<file path="src/rtl/ntt_sched.sv">
// rtl/ntt_sched.sv - Dilithium NTT/INTT butterfly sequencer
// Walks 8 stages x 128 butterflies, issuing RAM/ROM addresses and delayed write-backs.
module ntt_sched #(
  parameter int RD_LAT  = 1,
  parameter int BFU_LAT = 1
) (
  input  logic       clk_i,
  input  logic       rst_ni,
  input  logic       start_i,
  input  logic       ntt_i,
  output logic       busy_o,
  output logic       done_o,
  output logic       rd_en_o,
  output logic [7:0] rd_addr_a_o,
  output logic [7:0] rd_addr_b_o,
  output logic [7:0] tw_addr_o,
  output logic       ct_o,
  output logic       wr_en_o,
  output logic [7:0] wr_addr_a_o,
  output logic [7:0] wr_addr_b_o,
  output logic [2:0] stage_o
);

  localparam int PIPE = RD_LAT + BFU_LAT;
  localparam int CW   = $clog2(PIPE + 1);

  typedef enum logic [1:0] {IDLE, RUN, DRAIN, DONE} state_t;

  state_t          state_q, state_d;
  logic [2:0]      s_q, s_d;
  logic [6:0]      b_q, b_d;
  logic [CW-1:0]   cnt_q, cnt_d;
  logic            ct_q, ct_d;

  logic [2:0]      sh;
  logic [7:0]      len, g, j, base, k;

  logic [PIPE-1:0] wv_q;
  logic [7:0]      wa_q [PIPE];
  logic [7:0]      wb_q [PIPE];
  logic [7:0]      tk_q [RD_LAT];

  always_ff @(posedge clk_i or negedge rst_ni) begin
    if (!rst_ni) begin
      state_q <= IDLE;
      s_q     <= '0;
      b_q     <= '0;
      cnt_q   <= '0;
      ct_q    <= 1'b0;
    end else begin
      state_q <= state_d;
      s_q     <= s_d;
      b_q     <= b_d;
      cnt_q   <= cnt_d;
      ct_q    <= ct_d;
    end
  end

  always_comb begin
    state_d = state_q;
    s_d     = s_q;
    b_d     = b_q;
    cnt_d   = cnt_q;
    ct_d    = ct_q;
    rd_en_o = 1'b0;
    done_o  = 1'b0;
    case (state_q)
      IDLE: begin
        if (start_i) begin
          ct_d    = ntt_i;
          s_d     = '0;
          b_d     = '0;
          state_d = RUN;
        end
      end
      RUN: begin
        rd_en_o = 1'b1;
        b_d     = b_q + 7'd1;
        cnt_d   = '0;
        if (b_q == 7'd127) state_d = DRAIN;
      end
      // Hold off the next stage until every write of this stage has retired.
      DRAIN: begin
        if (cnt_q == CW'(PIPE - 1)) begin
          cnt_d = '0;
          b_d   = '0;
          if (s_q == 3'd7) begin
            state_d = DONE;
          end else begin
            s_d     = s_q + 3'd1;
            state_d = RUN;
          end
        end else begin
          cnt_d = cnt_q + CW'(1);
        end
      end
      DONE: begin
        done_o  = 1'b1;
        state_d = IDLE;
      end
      default: state_d = IDLE;
    endcase
  end

  // Forward NTT halves the span each stage, inverse doubles it.
  always_comb begin
    sh   = ct_q ? (3'd7 - s_q) : s_q;
    len  = 8'd1 << sh;
    g    = {1'b0, b_q} >> sh;
    j    = {1'b0, b_q} & (len - 8'd1);
    base = (g << ({1'b0, sh} + 4'd1)) + j;
    k    = ct_q ? ((8'd1 << s_q) + g) : ((8'hFF >> s_q) - g);
  end

  assign rd_addr_a_o = rd_en_o ? base : 8'd0;
  assign rd_addr_b_o = rd_en_o ? (base + len) : 8'd0;

  // Each pipe slot only loads on a valid butterfly, so idle slots keep their last address.
  always_ff @(posedge clk_i or negedge rst_ni) begin
    if (!rst_ni) begin
      wv_q <= '0;
      for (int i = 0; i < PIPE; i++) begin
        wa_q[i] <= '0;
        wb_q[i] <= '0;
      end
      for (int i = 0; i < RD_LAT; i++) tk_q[i] <= '0;
    end else begin
      wv_q[0] <= rd_en_o;
      if (rd_en_o) begin
        wa_q[0] <= rd_addr_a_o;
        wb_q[0] <= rd_addr_b_o;
        tk_q[0] <= k;
      end
      for (int i = 1; i < PIPE; i++) begin
        wv_q[i] <= wv_q[i-1];
        if (wv_q[i-1]) begin
          wa_q[i] <= wa_q[i-1];
          wb_q[i] <= wb_q[i-1];
        end
      end
      for (int i = 1; i < RD_LAT; i++) begin
        if (wv_q[i-1]) tk_q[i] <= tk_q[i-1];
      end
    end
  end

  assign busy_o      = (state_q != IDLE);
  assign ct_o        = ct_q;
  assign stage_o     = s_q;
  assign tw_addr_o   = tk_q[RD_LAT-1];
  assign wr_en_o     = wv_q[PIPE-1];
  assign wr_addr_a_o = wa_q[PIPE-1];
  assign wr_addr_b_o = wb_q[PIPE-1];

endmodule

</file>
<file path="config.mk">
export PLATFORM = sky130hd
export DESIGN_NAME = ntt_sched
export DESIGN_NICKNAME = d
export VERILOG_FILES = /design/src/rtl/ntt_sched.sv
export SDC_FILE = /design/constraint.sdc
export NUM_CORES = 1
export LEC_CHECK = 0
export ABC_AREA = 1
export CORE_MARGIN = 2
export CORE_UTILIZATION = 52
export DETAILED_ROUTE_END_ITERATION = 16
export PLACE_DENSITY = 0.78
export SYNTH_ARGS = -nofsm -noshare
export SYNTH_HDL_FRONTEND = slang
export SYNTH_SLANG_ARGS = --single-unit
</file>
<file path="constraint.sdc">
create_clock -name clk_i -period 4.89 [get_ports clk_i]
set_input_delay 0.7335 -clock clk_i [delete_from_list [all_inputs] [get_ports clk_i]]
set_output_delay 0.7335 -clock clk_i [all_outputs]
set_load 0.01 [all_outputs]
</file>
# Word level (Yosys, flattened, before mapping)

Index checks and enable logic that the tools add are counted.

Register bits after elaboration: 57
Input port bits: 4
Output and inout port bits: 48
Logic and storage cells: 66

Reductions and logical operators: 9
Shift operators: 5
Bitwise gates (word level): 1
Muxes and demuxes: 20
$add $sub $neg: 10
Equal/unequal tests: 10

Operators with widths:

| cell                                                 | number |
|---|---|
| adder 8 bit                                          | 3 |
| 2-to-1 mux 8 bit                                     | 3 |
| one-hot mux 7 bit (3 select lines)                   | 1 |
| left shift 1 x 3 -> 8 bit (first input constant)     | 2 |
| 2-to-1 mux 7 bit                                     | 2 |
| 2-to-1 mux 3 bit                                     | 4 |
| 2-to-1 mux 2 bit                                     | 5 |
| bitwise AND 7 x 8 -> 8 bit                           | 1 |
| != test 2 bit (second input constant)                | 4 |
| one-hot mux 2 bit (4 select lines)                   | 1 |
| left shift 8 x 4 -> 8 bit                            | 1 |
| right shift 7 x 3 -> 8 bit                           | 1 |
| right shift 8 x 3 -> 8 bit (first input constant)    | 1 |
| subtractor 8 x 1 -> 8 bit (second input constant)    | 1 |
| subtractor 8 bit                                     | 1 |
| adder 7 x 1 -> 7 bit (second input constant)         | 1 |
| equality test 7 bit (second input constant)          | 1 |
| one-hot mux 3 bit (2 select lines)                   | 1 |
| AND reduction 3 bit                                  | 2 |
| nonzero test 2 bit                                   | 3 |
| adder 3 x 1 -> 4 bit (second input constant)         | 1 |
| equality test 2 x 1 -> 1 bit (second input constant) | 2 |
| equality test 2 bit (second input constant)          | 2 |
| one-hot mux 2 bit (2 select lines)                   | 1 |
| other kinds (9)                                      | 10 |

# Longest topological paths before layout

Word-level depth: 8
Gate-level depth with buffers: 31

# Worst setup path before layout

No wires, ideal clock.

Path kind: register to output
From: reg s_q[0] (netlist: stage_o[0])
To: out rd_addr_b_o[7]
Data arrival time: 4,057 ps
Cell stages (with the launch flop): 26
Slack: 100 ps
Path through: dfrtp_1 > inv_1 > nand2_4 > nand2_4 > buf_2 > nor2_1 > ha_1 > clkinv_1 > nor2_1 > ha_1 > inv_1 > fa_1 > o31ai_1 > nand2_1 > nand2_1 > a21oi_1 > xor2_1 > inv_1 > ha_1 > nand2_1 > nor2_1 > a211oi_1 > nand2_1 > nand3_1 > nand3_2 > inv_1

Cells in the longest elaborated chain, start to end: 8
Elaborated cells on any way between the ends: 11
Those cells by class: add/sub: 5; shift: 3; mux: 2; bitwise: 1

RTL lines:

| element                    | line | source |
|---|---|---|
| start: declaration         | 30   | `logic [2:0] s_q, s_d;` |
| start signal: assignment   | 46   | `s_q <= '0;` |
| start signal: assignment   | 52   | `s_q <= s_d;` |
| subtractor 3 bit           | 107  | `sh = ct_q ? (3'd7 - s_q) : s_q;` |
| 2-to-1 mux 3 bit *         | 107  |  |
| left shift 1 x 3 -> 8 bit  | 108  | `len = 8'd1 << sh;` |
| subtractor 8 x 1 -> 8 bit  | 110  | `j = {1'b0, b_q} & (len - 8'd1);` |
| bitwise AND 7 x 8 -> 8 bit | 110  |  |
| adder 8 bit                | 111  | `base = (g << ({1'b0, sh} + 4'd1)) + j;` |
| adder 8 bit *              | 116  | `assign rd_addr_b_o = rd_en_o ? (base + len) : 8'd0;` |
| 2-to-1 mux 8 bit *         | 116  |  |
| end: declaration           | 15   | `output logic [7:0] rd_addr_b_o,` |

Mark *: on every way between the ends. The rest lies on a longest branch, timed or not.

# Worst setup path after layout

From: reg ct_q (netlist: ct_o)
To: out rd_addr_b_o[7]

Cells in the longest elaborated chain, start to end: 7
Elaborated cells on any way between the ends: 10
Those cells by class: add/sub: 4; shift: 3; mux: 2; bitwise: 1

RTL lines:

| element                    | line | source |
|---|---|---|
| start: declaration         | 33   | `logic ct_q, ct_d;` |
| start signal: assignment   | 55   | `ct_q <= ct_d;` |
| 2-to-1 mux 3 bit *         | 107  |  |
| left shift 1 x 3 -> 8 bit  | 108  |  |
| subtractor 8 x 1 -> 8 bit  | 110  |  |
| bitwise AND 7 x 8 -> 8 bit | 110  |  |
| adder 8 bit                | 111  |  |
| adder 8 bit *              | 116  |  |
| 2-to-1 mux 8 bit *         | 116  |  |

Marks and branches as above.

==> impl.org <==
** Status
- Result of the run :: finished with violations
- The checks that failed: negative setup slack.

** Power and ir drop
- Max VDD drop :: 0.0005110 V
- Fraction of power consumed by the clock network :: approximately a tenth
- The design draws 5569 uW.
- The analysis attributes to net switching a power of 2594 uW.
- Proportion of power drawn by flip-flops and latches :: between 10% and 20%
- Logic pwr share :: 75.4%
- Of the total power, the share spent switching nets is 46.58%.
- Internal power comes to roughly 3000 uW.
- Leakage component of the power :: 0.003318 uW
- Power Density :: 863.6 mW/mm2

** Global routing
- The initial antenna violation count is 0.
- Global-route wire length before repair :: 21.29 mm
- The via count of the first global-routing pass was 4693.
- Global router's overall resource usage :: between 20% and 30%
- Entering global routing, the biggest net connects 58 pins.
- Overflow left after global routing :: 0

** Timing
- Adding up every negative setup slack in the final design gives -0.2636 ns.
- Measured slew at the worst slew-check pin :: 0.7167 ns
- Final min period :: 5.074 ns
- Final Hold Fails :: 0
- The count of pins over their slew limit was 0.
- Setup violations remaining at the end of the flow were counted as 2.
- The worst pin sits at a relative slew slack of 52.22%.
- Upper clock frequency limit :: 0.1971 GHz
- Setup repair after global routing missed its margin :: yes
- Period utilisation layout :: 103.8%
- Post-route clock skew :: about 0.014 ns
- In the post-route analysis, the smallest setup slack over all paths is -0.1835 ns.

** Placement
- Port-buffer cells :: just over 50
- The congestion estimate from routability-driven global placement came to a little under 0.9.
- Setup Slack @ Placement :: -0.3610 ns
- Dpl hpwl :: roughly 8.9 mm

** Layout
- Across the whole layout, storage elements account for 0.001429 mm2.
- Measured on the finished design, the core utilization comes to 75.04%.
- Count of fill cells added during filler insertion :: 578
- The final layout contains between 700 and 800 nets.
- Area of the multi-input gates :: roughly 0.0029 mm2
- Antenna cell count :: 0
- From synthesis to final layout, the design area changed by 41.40%.
- Of the cells placed in the final design, the portion with a size suffix greater than 1 is roughly a third.

** Clock tree
- Clock tree root driver cell :: clkbuf_8
- TritonCTS built the clock tree.
- Clock Latency Late Sink :: between 0.3 and 0.4 ns
- The longest clock path from root to sink contains 2 buffers.
- Number of CTS-inserted buffers :: 9
- Level count of the clock H-tree :: 3
- Post-CTS clock slew at the launch and capture registers of the worst setup and hold paths :: about 0.070 ns
- Clock sink total :: 57

** Setup path
- Critical Path Fanout Max :: 8
- STA puts the critical path data arrival time at between 4 and 5 ns.
- For this design, the slowest cell found on the critical path is dfrtp_2.
- Crit path required time :: around 4.2 ns
- STA classifies the critical path startpoint as a flop.
- CP Capture Type :: output pin
- In this design, the stage delay of the slowest critical-path cell is 0.49 ns.
- The cell that appears most often on the critical path is nand2_2.
- Startpoint-to-endpoint class of the critical path :: flop to output pin

** Floorplan
- In this run the core area contains 34 standard-cell rows.
- Once the floorplan was initialized, standard cells occupied 53.07% of the core.
- The die is 97.65 um wide.
- Area of the core region :: 0.008593 mm2
- The floorplan step defined a die boundary enclosing between 0.009 and 0.01 mm2.
- Ports :: 52
- The die is 97.65 um tall.

** Logic synthesis
- The number of nets in the synthesized netlist is 651.
- Post-synth design cell area :: 0.004561 mm2
- Gate count after technology mapping :: ~600
- A synthesized cell averages 7.588 um2.
- Number of synthesized register bits :: 57
- Unique cell type count in the Yosys netlist :: 46
- The share of the Yosys chip area taken by registers is 31.28%.
- For this run, the number of Yosys warnings is 0.

** Routing
- Number of remaining DRC errors :: 0
- Dividing the detail-routed wire length by the instance count gives 16.21 um.
- After detailed routing, the total wire length is about 14 mm.
- Initial DRC count :: 265
- Dividing the detail-routed via count by the number of cells gives 5.591.
- Antenna viol nets, final :: 0
- Total via count in the routed design :: approximately 4800
- The pre-antenna-repair detailed-routing pass consisted of 5 iterations.

** Job
- The tool flagged a number of max-cap violations equal to 0.

** Min path
- The tightest min-delay check is of the flop to flop type.
==> layer usage <==
| layer | global-route usage [%] | part of all wire, % |
|---|---|---|
| met1 | 31.95 | 38 |
| met3 | 4.245 | 5.8 |
| met4 | 11.65 | 4.8 |
| met2 | 49.34 | 51 |
| met5 | 0 | 0 |
==> flip-flops by register name, indices dropped and copies added (netlist names) <==
| register | count |
|---|---|
| tw_addr_o | 8 |
| wa_q | 8 |
| wb_q | 8 |
| wr_addr_a_o | 8 |
| wr_addr_b_o | 8 |
| b_q | 7 |
| stage_o | 3 |
| cnt_q | 2 |
| state_q | 2 |
| wv_q | 2 |
| ct_o | 1 |
==> layout make-up <==
type / instances / area share [%]
inverter: 89 / 5.530
multi-input combinational: 425 / 45.63
clock buffer: 12 / 2.406
timing repair buffer: 160 / 20.64
clock inverter: 4 / 1.533
tap: 108 / 2.095
sequential: 57 / 22.16
==> path summary, 6_finish.rpt <==
kind	slack [ns]	to	cells past startpoint	from
min in group asynchronous	0.52	wr_addr_b_o[3]	2	rst_ni
setup reg to reg	0.84	wb_q[15]	29	ct_o
hold reg to reg	0.48	wb_q[9]	2	wb_q[9]
max in group asynchronous	3.85	ct_o	2	rst_ni
hold / removal	0.48	wb_q[9]	2	wb_q[9]
setup / recovery	-0.18	rd_addr_b_o[7]	29	ct_o
==> logic make-up after synthesis <==
family / share of synthesized area, %
AOI/OAI and AO/OA: 12.29
and+or+nand+nor: 26.45
xor gates and xnor gates: 0.9604
adders and majority gates: 12.95
DFF: 31.28
buffers and inverters: 12.13
muxes: 3.951
==> through the flow <==
stage,std cells,cell area [um2],hold slack [ns]
after floorplan,601,4561,0.3519
after global placement,812,5613,0.4525
after detailed placement,812,5613,0.4582
after CTS,844,6165,0.4766
after global routing,855,6449,0.5086
final,855,6449,0.4797
==> placed cells by master, fill, tap and decap left out, drive strengths merged, types with 2 or more instances in the layout <==
| master | instances |
|---|---|
| nand3 | 45 |
| nor2 | 61 |
| nor3 | 7 |
| xor2 | 3 |
| or2 | 2 |
| a31oi | 5 |
| fa | 2 |
| a21oi | 34 |
| o31ai | 2 |
| ha | 44 |
| bufinv | 3 |
| o21ai | 46 |
| clkdlybuf4s50 | 42 |
| mux2 | 16 |
| nand4 | 2 |
| nor3b | 2 |
| xnor2 | 2 |
| dfrtp | 57 |
| a22oi | 3 |
| nand2 | 140 |
| inv | 86 |
| clkbuf | 13 |
| o211ai | 2 |
| dlymetal6s2s | 3 |
| clkinv | 3 |
| buf | 113 |
==> cells in the mapped netlist (all sizes together) <==
library cell | n | area (um2)
nand2 | 140 | 604.3
inv | 87 | 341.6
nor2 | 61 | 261.5
dfrtp | 57 | 1426
o21ai | 46 | 245.2
nand3 | 45 | 265.3
ha | 44 | 550.5
a21oi | 34 | 177.7
buf | 23 | 177.7
mux2 | 16 | 180.2
clkbuf | 7 | 26.28
nor3 | 7 | 35.03
a31oi | 5 | 31.28
a22oi | 3 | 22.52
xor2 | 3 | 26.28
clkinv | 2 | 7.510
fa | 2 | 40.04
nand4 | 2 | 12.51
nor3b | 2 | 15.01
o211ai | 2 | 15.01
o31ai | 2 | 15.01
or2 | 2 | 12.51
xnor2 | 2 | 17.52
a211oi | 1 | 7.510
a21boi | 1 | 7.510
a21o | 1 | 7.510
a221oi | 1 | 8.760
o21a | 1 | 7.510
o22ai | 1 | 6.260
o41ai | 1 | 8.760
==> power by group through the flow <==
stage / logic (uW) / clock network [uW] / registers, uW
finish: 4200 / 582 / 789
floorplan: 1970 / 0 / 762
global route: 4530 / 603 / 816
CTS: 3670 / 583 / 787
detailed placement: 3320 / 0 / 795
global placement: 3220 / 0 / 784
==> worst max-delay path, delay by kind of cell (launching register included) <==
family | cells | cell delay, ns
XOR/XNOR | 1 | 0.24
flip-flops | 1 | 0.49
adder cells (fa/ha/maj) | 2 | 0.53
buffers and inverters | 8 | 0.80
AO/OA/AOI/OAI | 4 | 0.60
AND/OR/NAND/NOR | 14 | 1.33
==> repair_timing <==
action,in CTS,in global routing
setup buffers,16,11
endpoints found under the setup margin,7,8
pin swaps,23,39
hold buffers,0,0
resized for setup,57,56
(Power assumes the default switching activity.)
